### config.mk
export PLATFORM = sky130hd
export DESIGN_NAME = mem_dport_ctrl
export DESIGN_NICKNAME = d
export VERILOG_FILES = /design/src/rtl/mem_dport_ctrl.sv
export SDC_FILE = /design/constraint.sdc
export NUM_CORES = 1
export LEC_CHECK = 0
export ABC_CLOCK_PERIOD_IN_PS = 1900
export CORE_MARGIN = 2
export CORE_UTILIZATION = 36
export CTS_CLUSTER_DIAMETER = 200
export DETAILED_ROUTE_END_ITERATION = 8
export PLACE_DENSITY = 0.81
export SYNTH_ARGS = -nofsm -noshare
export SYNTH_HDL_FRONTEND = slang
export SYNTH_SLANG_ARGS = --single-unit
export TNS_END_PERCENT = 20
### constraint.sdc
create_clock -name clk -period 1.9 [get_ports clk]
set_input_delay 0.285 -clock clk [delete_from_list [all_inputs] [get_ports clk]]
set_output_delay 0.285 -clock clk [all_outputs]
set_load 0.05 [all_outputs]
### src/rtl/mem_dport_ctrl.sv
// ---------------------------------------------------------------------------
// mem_dport_ctrl
// MEM-stage data-port controller for an RV32I pipeline. It decodes the load or
// store coming out of EX/MEM and issues it to a single-ported data memory. The
// request is held until dmem_resp arrives, and the pipeline is stalled while
// the access is outstanding. Store data is lane-aligned and byte enables are
// generated. Load data is extracted and sign/zero-extended. Misaligned and
// illegal accesses are reported to the RVFI monitor and are never issued.
// ---------------------------------------------------------------------------
module mem_dport_ctrl #(
    parameter int ADDR_W = 32,
    parameter int DATA_W = 32
) (
    input  logic              clk,
    input  logic              rst_n,
    input  logic              req_read,
    input  logic              req_write,
    input  logic [ADDR_W-1:0] req_addr,
    input  logic [DATA_W-1:0] req_wdata,
    input  logic [2:0]        req_funct3,
    output logic              dmem_read,
    output logic              dmem_write,
    output logic [ADDR_W-1:0] dmem_address,
    output logic [DATA_W-1:0] dmem_wdata,
    output logic [3:0]        dmem_byte_enable,
    input  logic              dmem_resp,
    input  logic [DATA_W-1:0] dmem_rdata,
    output logic              stall,
    output logic [DATA_W-1:0] load_data,
    output logic [3:0]        rmask,
    output logic [3:0]        wmask,
    output logic              misalign
);

    typedef enum logic [1:0] {
        ST_IDLE = 2'd0,
        ST_BUSY = 2'd1,
        ST_DONE = 2'd2
    } state_t;

    // ------------------------------------------------------------------
    // Helper functions
    // ------------------------------------------------------------------

    // funct3 legality. A simultaneous read and write is never legal.
    function automatic logic funct3_legal(input logic rd, input logic wr,
                                          input logic [2:0] f3);
        logic ok;
        ok = 1'b0;
        if (rd && wr) begin
            ok = 1'b0;
        end else if (rd) begin
            case (f3)
                3'd0, 3'd1, 3'd2, 3'd4, 3'd5: ok = 1'b1;
                default:                      ok = 1'b0;
            endcase
        end else if (wr) begin
            case (f3)
                3'd0, 3'd1, 3'd2: ok = 1'b1;
                default:          ok = 1'b0;
            endcase
        end else begin
            ok = 1'b0;
        end
        return ok;
    endfunction

    // Natural alignment check. size: 0 byte, 1 half, 2 word.
    function automatic logic is_aligned(input logic [1:0] size, input logic [1:0] off);
        logic ok;
        case (size)
            2'd0:    ok = 1'b1;
            2'd1:    ok = ~off[0];
            2'd2:    ok = (off == 2'b00);
            default: ok = 1'b0;
        endcase
        return ok;
    endfunction

    // Byte-lane mask of the access within the 32-bit word.
    function automatic logic [3:0] lane_mask(input logic [1:0] size, input logic [1:0] off);
        logic [3:0] m;
        case (size)
            2'd0:    m = 4'b0001 << off;
            2'd1:    m = 4'b0011 << {off[1], 1'b0};
            2'd2:    m = 4'b1111;
            default: m = 4'b0000;
        endcase
        return m;
    endfunction

    // Pull the addressed byte/half down to bit 0 and extend it.
    function automatic logic [31:0] extract_load(input logic [2:0] f3, input logic [1:0] off,
                                                 input logic [31:0] raw);
        logic [31:0] sh;
        logic [31:0] res;
        sh = raw >> {off, 3'b000};
        case (f3)
            3'd0:    res = {{24{sh[7]}}, sh[7:0]};
            3'd1:    res = {{16{sh[15]}}, sh[15:0]};
            3'd2:    res = raw;
            3'd4:    res = {24'h000000, sh[7:0]};
            3'd5:    res = {16'h0000, sh[15:0]};
            default: res = 32'h0000_0000;
        endcase
        return res;
    endfunction

    // ------------------------------------------------------------------
    // Request decode
    // ------------------------------------------------------------------
    state_t      state_r;
    state_t      state_next_s;
    logic [1:0]  offset_s;
    logic [1:0]  size_s;
    logic        any_req_s;
    logic        legal_s;
    logic        aligned_s;
    logic        active_s;
    logic        take_resp_s;
    logic [3:0]  lane_mask_s;
    logic [31:0] load_ext_s;

    logic        dmem_read_s;
    logic        dmem_write_s;
    logic        stall_s;
    logic [3:0]  byte_enable_s;
    logic        misalign_s;

    assign offset_s    = req_addr[1:0];
    assign size_s      = req_funct3[1:0];
    assign any_req_s   = req_read | req_write;
    assign legal_s     = funct3_legal(req_read, req_write, req_funct3);
    assign aligned_s   = is_aligned(size_s, offset_s);
    assign active_s    = any_req_s & legal_s & aligned_s;
    assign lane_mask_s = lane_mask(size_s, offset_s);
    assign load_ext_s  = extract_load(req_funct3, offset_s, dmem_rdata);

    // A response is only meaningful while an access is on the bus.
    assign take_resp_s = dmem_resp &
                         (((state_r == ST_IDLE) & active_s) | (state_r == ST_BUSY));

    // The address and store data are pure functions of the held request.
    assign dmem_address = {req_addr[ADDR_W-1:2], 2'b00};
    assign dmem_wdata   = req_wdata << {offset_s, 3'b000};

    // ------------------------------------------------------------------
    // FSM
    // ------------------------------------------------------------------

    // State register.
    always_ff @(posedge clk or negedge rst_n) begin
        if (!rst_n) begin
            state_r <= ST_IDLE;
        end else begin
            state_r <= state_next_s;
        end
    end

    // Next-state logic: zero-wait responses skip BUSY. DONE always returns to IDLE.
    always_comb begin
        state_next_s = state_r;
        case (state_r)
            ST_IDLE: begin
                if (active_s) begin
                    if (dmem_resp) begin
                        state_next_s = ST_DONE;
                    end else begin
                        state_next_s = ST_BUSY;
                    end
                end else begin
                    state_next_s = ST_IDLE;
                end
            end
            ST_BUSY: begin
                if (dmem_resp) begin
                    state_next_s = ST_DONE;
                end else begin
                    state_next_s = ST_BUSY;
                end
            end
            ST_DONE: state_next_s = ST_IDLE;
            default: state_next_s = ST_IDLE;
        endcase
    end

    // Strobes, stall and misalign. These are gated by rst_n so the memory
    // and the pipeline see them drop as soon as reset asserts.
    always_comb begin
        dmem_read_s   = 1'b0;
        dmem_write_s  = 1'b0;
        stall_s       = 1'b0;
        byte_enable_s = 4'b0000;
        misalign_s    = 1'b0;
        if (!rst_n) begin
            dmem_read_s   = 1'b0;
            dmem_write_s  = 1'b0;
            stall_s       = 1'b0;
            byte_enable_s = 4'b0000;
            misalign_s    = 1'b0;
        end else begin
            case (state_r)
                ST_IDLE: begin
                    if (active_s) begin
                        dmem_read_s  = req_read;
                        dmem_write_s = req_write;
                        stall_s      = 1'b1;
                    end else begin
                        stall_s    = 1'b0;
                        misalign_s = any_req_s;
                    end
                end
                ST_BUSY: begin
                    dmem_read_s  = req_read;
                    dmem_write_s = req_write;
                    stall_s      = 1'b1;
                end
                ST_DONE: begin
                    stall_s = 1'b0;
                end
                default: begin
                    stall_s = 1'b0;
                end
            endcase
            if (dmem_write_s) begin
                byte_enable_s = lane_mask_s;
            end else begin
                byte_enable_s = 4'b0000;
            end
        end
    end

    assign dmem_read        = dmem_read_s;
    assign dmem_write       = dmem_write_s;
    assign stall            = stall_s;
    assign dmem_byte_enable = byte_enable_s;
    assign misalign         = misalign_s;

    // ------------------------------------------------------------------
    // Result registers
    // ------------------------------------------------------------------

    // Capture load result and monitor masks on the response. The mask of the
    // other direction is cleared.
    always_ff @(posedge clk or negedge rst_n) begin
        if (!rst_n) begin
            load_data <= '0;
            rmask     <= 4'b0000;
            wmask     <= 4'b0000;
        end else if (take_resp_s) begin
            if (req_read) begin
                load_data <= load_ext_s;
                rmask     <= lane_mask_s;
                wmask     <= 4'b0000;
            end else begin
                load_data <= load_data;
                rmask     <= 4'b0000;
                wmask     <= lane_mask_s;
            end
        end else begin
            load_data <= load_data;
            rmask     <= rmask;
            wmask     <= wmask;
        end
    end

endmodule

==> reports/results.ini <==
[logic_synthesis]
synth.top_cell.area_share_pct = 32.79
synth_cells = 369
seq_area_frac_synth_pct = 32.79
synth_area_leader_cell = dfrtp_1
ys_ff_latch = 42
synth_area_leaders = dfrtp_1 33%, buf_4 8.0%, mux2i_1 7.2%
syn_area_per_cell_um2 = 8.687
netlist_area_um2 = 3206
synth_warnings = 0
ys_types = 40

[timing]
worst_pin_slew_ns = 1.020
slew_headroom_pct = 31.80
maxSlewViolCount = 0
rsz0062_at_grt = false
finalCritPeriodShare_pct = 95.13
setup_tns_ns = 0
finalHoldViolations = 0
fin_skew_ns = 0.009563
fin_ws_ns = 0.09262
clock.fmax_mhz = 553.3
setup_viol = 0
finalCriticalPeriod_ns = 1.807

[floorplan]
die-area_um2 = 9675
die_w_um = 98.36
ios = 216
dieHeight_um = 98.36
start_util_pct = 36.94
coreArea_um2 = 8678
rows = 34

[drt]
wl_um = 10750
via_count = 3263
dr.pass1.iters = 4
drt_iter0_drc = 152
vias_per_cell = 5.349
ant_nets = 0
wl_per_cell_um = 17.63
drc_errors = 0

[power]
ir_drop_v = 0.0004686
swShare_pct = 48.37
p_switching_uw = 2481
seq_power_share_pct = 27.0
p_comb_share_pct = 61.0
power_frac_clock_pct = 11.9
p_per_area_nw_per_um2 = 994.3
p_leak_uw = 0.002185
power_uw = 5129
p_int_uw = 2648

[critical_path]
critPathRequiredTime_ns = 1.62
setup.worst_path.end_class = primary output
path_max_fanout = 36
rr_worst_depth = 4
slowest_stage = mux2i_1
path_class = in2out
cp_common_cell = buf_12
cpPeakStageDelay_ns = 0.37
crit_path_start_kind = primary input
crit_arrival_ns = 1.52
path_cells = buf_2, buf_12, buf_16, mux2i_1, a21oi_2, buf_12

[global_route]
grt_pass1_wl_um = 17400
grtUsageTotal_pct = 22.12
grt_overflow = 0
grt_pass1_vias = 3368
antenna_found_initial = 0
grt_max_degree = 37

[layout]
syn_to_final_growth_pct = 60.93
multi_input_area_um2 = 1793
ff_latch_area_um2 = 1051
final_util_pct = 59.44
antenna_cells = 0
fin_nets = 605
drive_above_1_share_pct = 27.89
final_common_cell = clkdlybuf4s50_1
mostFrequentLayoutCells = 102 x clkdlybuf4s50_1, 50 x buf_4, 42 x dfrtp_1
layoutNonFillerInstCount = 610
fillers = 756

[place]
dpl.cell_count = 600
hpwl_um = 8326
place_ws_ns = -0.3589
portBuffers = 153
place.gp.congestion = 0.8772

[cts]
clock-root-buffer = clkbuf_8
cts_tree = done
post_cts_buffers = 0
cts_buffers = 5
clock-sinks = 42
clkTransAtPathRegs_ns = 0.08
insertion_delay_ns = 0.30
h-tree-depth = 2
clock_path_buffers = 2

[flow_run]
max-cap-violations = 0

[min_path]
hold_path_depth = 4
min_path_type = in2reg

[outcome]
status = finished, final reports clean

## layer usage
layer / vias to the layer above / routed length (um) / GRT usage, %
li1: 1542 / - / -
met4: 0 / 279 / 7.376
met5: - / 0 / 0
met3: 25 / 836 / 6.371
met2: 145 / 5451 / 37.89
met1: 1551 / 4186 / 26.67
## path summary, 6_finish.rpt
path | from | endpoint | slack, ns
max | req_addr[0] | dmem_wdata[28] | 0.09
min in group asynchronous | rst_n | load_data[12] | 0.81
max reg2reg | state_r[1] | load_data[3] | 0.43
min | req_read | rmask[3] | 0.39
max in group asynchronous | rst_n | load_data[24] | 0.43
min reg2reg | load_data[5] | load_data[5] | 0.52
## power groups by stage
stage	sequential, uW	clock (uW)	combinational [uW]
after CTS	1390	623	3140
after floorplan	2440	0	1010
final	1390	612	3130
after global routing	1430	663	3270
after detailed placement	1400	0	3130
after global placement	1400	0	3090
## kinds of logic (layout without fill, tap and decap cells)
family / Yosys count / count (layout) / synth area share, %
buf+inv: 73 / 205 / 14.32
other cells: 1 / 2 / 0.1170
compound gates: 118 / 118 / 22.99
simple gates: 91 / 91 / 14.29
mux: 44 / 44 / 15.50
flops: 42 / 42 / 32.79
## state kept, by name (all words and copies together), names as in the netlist
register / cells
load_data: 32
wmask: 4
rmask: 4
state_r: 2
## stage by stage
step           hold WS (ns)  cell area [um2]
6_report             0.3904             5159
5_1_grt              0.4098             5159
4_1_cts              0.5199             5162
3_5_place_dp         0.3031             5039
3_3_place_gp         0.3010             5039
2_1_floorplan      -0.01059             3296
## cells in the mapped netlist (all sizes together)
| master | count |
|---|---|
| a211oi | 8 |
| a21boi | 1 |
| a21o | 2 |
| a21oi | 42 |
| a221oi | 8 |
| a22o | 7 |
| a22oi | 7 |
| a31oi | 16 |
| and2 | 11 |
| and3 | 3 |
| and3b | 3 |
| buf | 52 |
| clkbuf | 16 |
| conb | 1 |
| dfrtp | 42 |
| inv | 5 |
| mux2 | 21 |
| mux2i | 23 |
| nand2 | 37 |
| nor2 | 14 |
| nor2b | 13 |
| nor3 | 3 |
| nor3b | 3 |
| nor4 | 2 |
| nor4b | 1 |
| o2111a | 1 |
| o211ai | 1 |
| o21a | 3 |
| o21ai | 20 |
| o22a | 1 |
| o22ai | 1 |
| or2 | 1 |
## repair_timing
| item | CTS | global route |
|---|---|---|
| pin swaps | 3 | 6 |
| setup endpoints to repair | 9 | 10 |
| hold buffers | 2 | 0 |
| resized for setup | 12 | 9 |
| cloned | 0 | 0 |
| endpoints found under the hold margin | 42 | 0 |
## cell type report
cell class	count	area share, %
well taps	108	2.619
clock inverters	3	0.4608
multi-input cells	255	34.76
clock buffers	5	1.334
inverters	5	0.3638
flip-flops and latches	42	20.37
repair buffers	192	40.09
## critical path, delay by kind of cell
family	cells	cell delay, ns
compound gates	1	0.12
buf+inv	4	0.72
mux	1	0.37
No activity file was read; power rests on OpenSTA's default activity.
==> RTL edit 1 (same flow settings) <==
Encoding of `state_t`: now one-hot (3 bits for 3 states).
--- a/src/rtl/mem_dport_ctrl.sv
+++ b/src/rtl/mem_dport_ctrl.sv
@@ -32,10 +32,10 @@
     output logic              misalign
 );
 
-    typedef enum logic [1:0] {
-        ST_IDLE = 2'd0,
-        ST_BUSY = 2'd1,
-        ST_DONE = 2'd2
+    typedef enum logic [2:0] {
+        ST_IDLE = 3'b001,
+        ST_BUSY = 3'b010,
+        ST_DONE = 3'b100
     } state_t;
 
     // ------------------------------------------------------------------
Behaviour: same outputs for any inputs over 10 cycles, from zero or initial values and one cycle with rst_n low; not proved beyond that.
==> RTL edit 1 against the original RTL <==
The flow now finishes with violations (negative setup slack). Design area grew 8.9%. Largest power group unchanged. Setup slack lost 0.099 ns. Total power shrank 5.0%. Via count grew 2.7%. First-iteration DRC count grew 30%. Routed wire length grew 4.0%. Synthesized area grew 4.3%. Sequential cell count grew 1.
==> RTL edit 1: results (changes against the original RTL) <==
[metrics] worst clock skew: 0.00583 ns (was 0.00956 ns)
[metrics] top cells by count, synth: sky130_fd_sc_hd__dfrtp_1, sky130_fd_sc_hd__buf_4, sky130_fd_sc_hd__mux2_2, sky130_fd_sc_hd__mux2i_1, sky130_fd_sc_hd__nor2_1 (was sky130_fd_sc_hd__dfrtp_1, sky130_fd_sc_hd__a21oi_1, sky130_fd_sc_hd__nand2_1, sky130_fd_sc_hd__buf_4, sky130_fd_sc_hd__mux2i_1)
[metrics] reg2reg start: state_r[0] (was state_r[1])
[metrics] DP Area: 5340 sq um (was 5040 sq um)
[metrics] count of final setup violators: 2 (was 0)
[metrics] number of DRC violations after detailed-routing iteration 0: 198 (was 152)
[metrics] critical path endpoint: dmem_read (was dmem_wdata[28])
[metrics] via density per instance: 5.48 (was 5.35)
[metrics] wire length of the first global-routing pass: 17.2 mm (was 17.4 mm)
[metrics] hold crit path type: in -> async (was in -> reg)
[metrics] Worst R2R Path Depth: 6 (was 4)
[metrics] pre-CTS WS: -0.316 ns (was -0.359 ns)
[metrics] Overall Global Routing Usage: 0.214 (was 0.221)
[metrics] largest stage delay on the critical path: 0.57 ns (was 0.37 ns)
[metrics] maximum VDD drop: 0.739 mV (was 0.469 mV)
[metrics] multiplexer share of the synthesized area: 0.230 (was 0.155)
[metrics] distinct cell type count after synthesis: 41 (was 40)
[metrics] CP Class: reg -> out (was in -> out)
[metrics] outcome: complete, but fails checks (was completed)
[metrics] average wire length per cell after detail routing: 18.3 um (was 17.6 um)
[metrics] FF-to-FF End: load_data[4] (was load_data[3])
[metrics] Final HPWL DP: 8.70 mm (was 8.33 mm)
[metrics] violations in the final reports: negative setup slack
[metrics] fraction of the yosys area taken by sequential cells: 0.322 (was 0.328)
[metrics] worst reg-to-reg setup slack: 0 ns (was 0.43 ns)
[metrics] Synth area leaders: sky130_fd_sc_hd__dfrtp_1, sky130_fd_sc_hd__mux2_2, sky130_fd_sc_hd__buf_4 (was sky130_fd_sc_hd__dfrtp_1, sky130_fd_sc_hd__buf_4, sky130_fd_sc_hd__mux2i_1)
[metrics] number of global-route vias before repair: 3407 (was 3368)
[metrics] setup ws final: -0.00600 ns (was 0.0926 ns)
[metrics] weighted congestion at the end of routability-driven global placement: 0.869 (was 0.877)
[metrics] Finished Layout Cells: 611 (was 610)
[metrics] master of the slowest instance on the critical path: sky130_fd_sc_hd__dfstp_2 (was sky130_fd_sc_hd__mux2i_1)
[metrics] cell count after synthesis: 340 (was 369)
## RTL edit 1: cell count changes after synthesis, sizes merged, moves of 8 or more
cell,change
a21oi,-30
nand2,-27
mux2,+24
a31oi,-16
a32o,+16
a221o,+8
a221oi,-8
o21ai,-8
## RTL edit 1: through the flow
step	TNS, ns	total power [W]	util
floorplan	-5.12	0.00314	-
global placement	-9.30	0.00405	0.586
detailed placement	-12.95	0.00409	0.586
CTS	-0.0115	0.00488	0.610
global route	-0.698	0.00508	0.617
finish	-0.00919	0.00487	0.617
## RTL edit 1: area by class of cell
cell class,count,area [sq um]
clock buffers,6,82.6
well taps,111,139
multi-input cells,231,2040
repair buffers,211,2220
clock inverters,2,35.0
inverters,7,26.3
fillers,710,3490
flip-flops and latches,43,1080
## RTL edit 1: report_power, final
part           switching, W  internal, W
Combinational       0.00167      0.00114
Clock              0.000320     0.000425
Sequential         0.000145      0.00116
## RTL edit 1: repair_timing
item / CTS / global route
endpoints found under the setup margin: 8 / 39
pin swaps: 8 / 0
gates cloned: 0 / 1
resized for setup: 24 / 7
buffers inserted: 2 / 2
## RTL edit 1: cell families after synthesis
logic type | Yosys count
compound gates | 90
buf+inv | 67
flops | 43
mux | 67
other cells | 1
simple gates | 72
## RTL edit 1: layer usage
layer	part of all wire	wire length, um	global-route usage	up-vias
met5	0	0	0	-
met4	0.020	225	0.0717	0
met3	0.064	720	0.0383	31
met2	0.53	5890	0.393	145
met1	0.39	4350	0.250	1618
li1	-	-	-	1556
==> RTL edit 2 (config.mk and constraints unchanged) <==
Made on the original files. Reset style: synchronous (`rst_n`), changed in 2 clocked blocks.
--- a/src/rtl/mem_dport_ctrl.sv
+++ b/src/rtl/mem_dport_ctrl.sv
@@ -149,7 +149,7 @@
     // ------------------------------------------------------------------
 
     // State register.
-    always_ff @(posedge clk or negedge rst_n) begin
+    always_ff @(posedge clk) begin
         if (!rst_n) begin
             state_r <= ST_IDLE;
         end else begin
@@ -242,7 +242,7 @@
 
     // Capture load result and monitor masks on the response. The mask of the
     // other direction is cleared.
-    always_ff @(posedge clk or negedge rst_n) begin
+    always_ff @(posedge clk) begin
         if (!rst_n) begin
             load_data <= '0;
             rmask     <= 4'b0000;
Formal check against the unedited RTL: differs if rst_n is asserted again (counterexample within 4 cycles, from zero or initial values and one cycle with rst_n low); with rst_n held inactive, the same outputs for 10 cycles.
==> RTL edit 2 against the original RTL <==
Setup slack got worse by 0.081 ns. Global-route usage rose by 2.5 points. Maximum frequency fell by 4.3%. Synthesized area fell by 6.5%. Via count rose by 4.5%. Sequential share of layout area fell by 4.2 points. Non-clock buffer count rose by 9. Design area rose by 0.92%. Largest cell class unchanged. Routed wire length rose by 5.5%. Clock skew fell by 0.0057 ns. Sequential cell count did not move.
Power is not compared: it rests on default switching activity, and its combinational part moved more than twofold at a synthesized area within 25%.
==> RTL edit 2: results (changes against the original RTL) <==
[metrics] fraction of registers with async set or reset after synthesis: 0 (was 1.00)
[metrics] Synth area leaders: sky130_fd_sc_hd__dfxtp_1, sky130_fd_sc_hd__mux2i_1, sky130_fd_sc_hd__a21oi_1 (was sky130_fd_sc_hd__dfrtp_1, sky130_fd_sc_hd__buf_4, sky130_fd_sc_hd__mux2i_1)
[metrics] number of global-route vias before repair: 3287 (was 3368)
[metrics] Finished Layout Cells: 619 (was 610)
[metrics] wire length on met1: 4.81 mm (was 4.19 mm)
[metrics] most frequently used flop master after synthesis: sky130_fd_sc_hd__dfxtp_1 (was sky130_fd_sc_hd__dfrtp_1)
[metrics] Final HPWL DP: 8.79 mm (was 8.33 mm)
[metrics] number of DRC violations after detailed-routing iteration 0: 269 (was 152)
[metrics] total length of routed met2 wires: 5.50 mm (was 5.45 mm)
[metrics] peak fanout along the critical path: 5 (was 36)
[metrics] largest stage delay on the critical path: 0.20 ns (was 0.37 ns)
[metrics] top cells by count, synth: sky130_fd_sc_hd__a21oi_1, sky130_fd_sc_hd__dfxtp_1, sky130_fd_sc_hd__buf_4, sky130_fd_sc_hd__a211oi_1, sky130_fd_sc_hd__mux2i_1 (was sky130_fd_sc_hd__dfrtp_1, sky130_fd_sc_hd__a21oi_1, sky130_fd_sc_hd__nand2_1, sky130_fd_sc_hd__buf_4, sky130_fd_sc_hd__mux2i_1)
[metrics] fillers: 630 (was 756)
[metrics] global-route met3 utilization: 0.0253 (was 0.0637)
[metrics] multiplexer share of the synthesized area: 0.111 (was 0.155)
[metrics] outcome: completed (unchanged)
[metrics] fraction of layout instances using a drive strength above 1: 0.245 (was 0.279)
[metrics] Worst Path Arrival: 1.60 ns (was 1.52 ns)
[metrics] pre-CTS WS: -0.269 ns (was -0.359 ns)
[metrics] complex-gate fraction of the synthesized area: 0.329 (was 0.230)
[metrics] met1 Usage GRT: 0.341 (was 0.267)
[metrics] Overall Global Routing Usage: 0.246 (was 0.221)
[metrics] worst clock skew: 0.00384 ns (was 0.00956 ns)
[metrics] pin count of the biggest net entering global routing: 45 (was 37)
[metrics] via density per instance: 5.51 (was 5.35)
[metrics] weighted congestion at the end of routability-driven global placement: 0.936 (was 0.877)
[metrics] DP Area: 5110 sq um (was 5040 sq um)
[metrics] First-pass DRT Iterations: 5 (was 4)
[metrics] wire length on met3: 727 um (was 836 um)
[metrics] fraction of the yosys area taken by sequential cells: 0.281 (was 0.328)
[metrics] average cell area after synthesis: 8.06 sq um (was 8.69 sq um)
[metrics] distinct cell type count after synthesis: 45 (was 40)
[RTL edit 2: worst max-delay path: cells and delay by family]
family | cells | cell delay (ns)
simple gates | 2 | 0.29
buf+inv | 4 | 0.67
compound gates | 2 | 0.35
[RTL edit 2: layout make-up]
type                       count  area share
multi-input combinational    259       0.357
timing repair buffer         201       0.438
inverter                       5     0.00360
clock buffer                   7      0.0147
sequential                    42       0.161
tap                          105      0.0252
[RTL edit 2: path summary, 6_finish.rpt]
| kind | startpoint | endpoint | slack [ns] | cells past startpoint |
|---|---|---|---|---|
| max | req_funct3[1] | dmem_byte_enable[0] | 0.01 | 8 |
| min | req_read | rmask[2] | 0.43 | 4 |
| max reg2reg | state_r[0] | load_data[6] | 0.31 | 5 |
| min reg2reg | rmask[2] | rmask[2] | 0.46 | 2 |
[RTL edit 2: repair_timing]
item | in CTS | in global routing
buffers inserted | 2 | 1
pin swaps | 3 | 4
endpoints found under the setup margin | 8 | 8
gates resized for setup | 11 | 5
gates cloned | 0 | 0
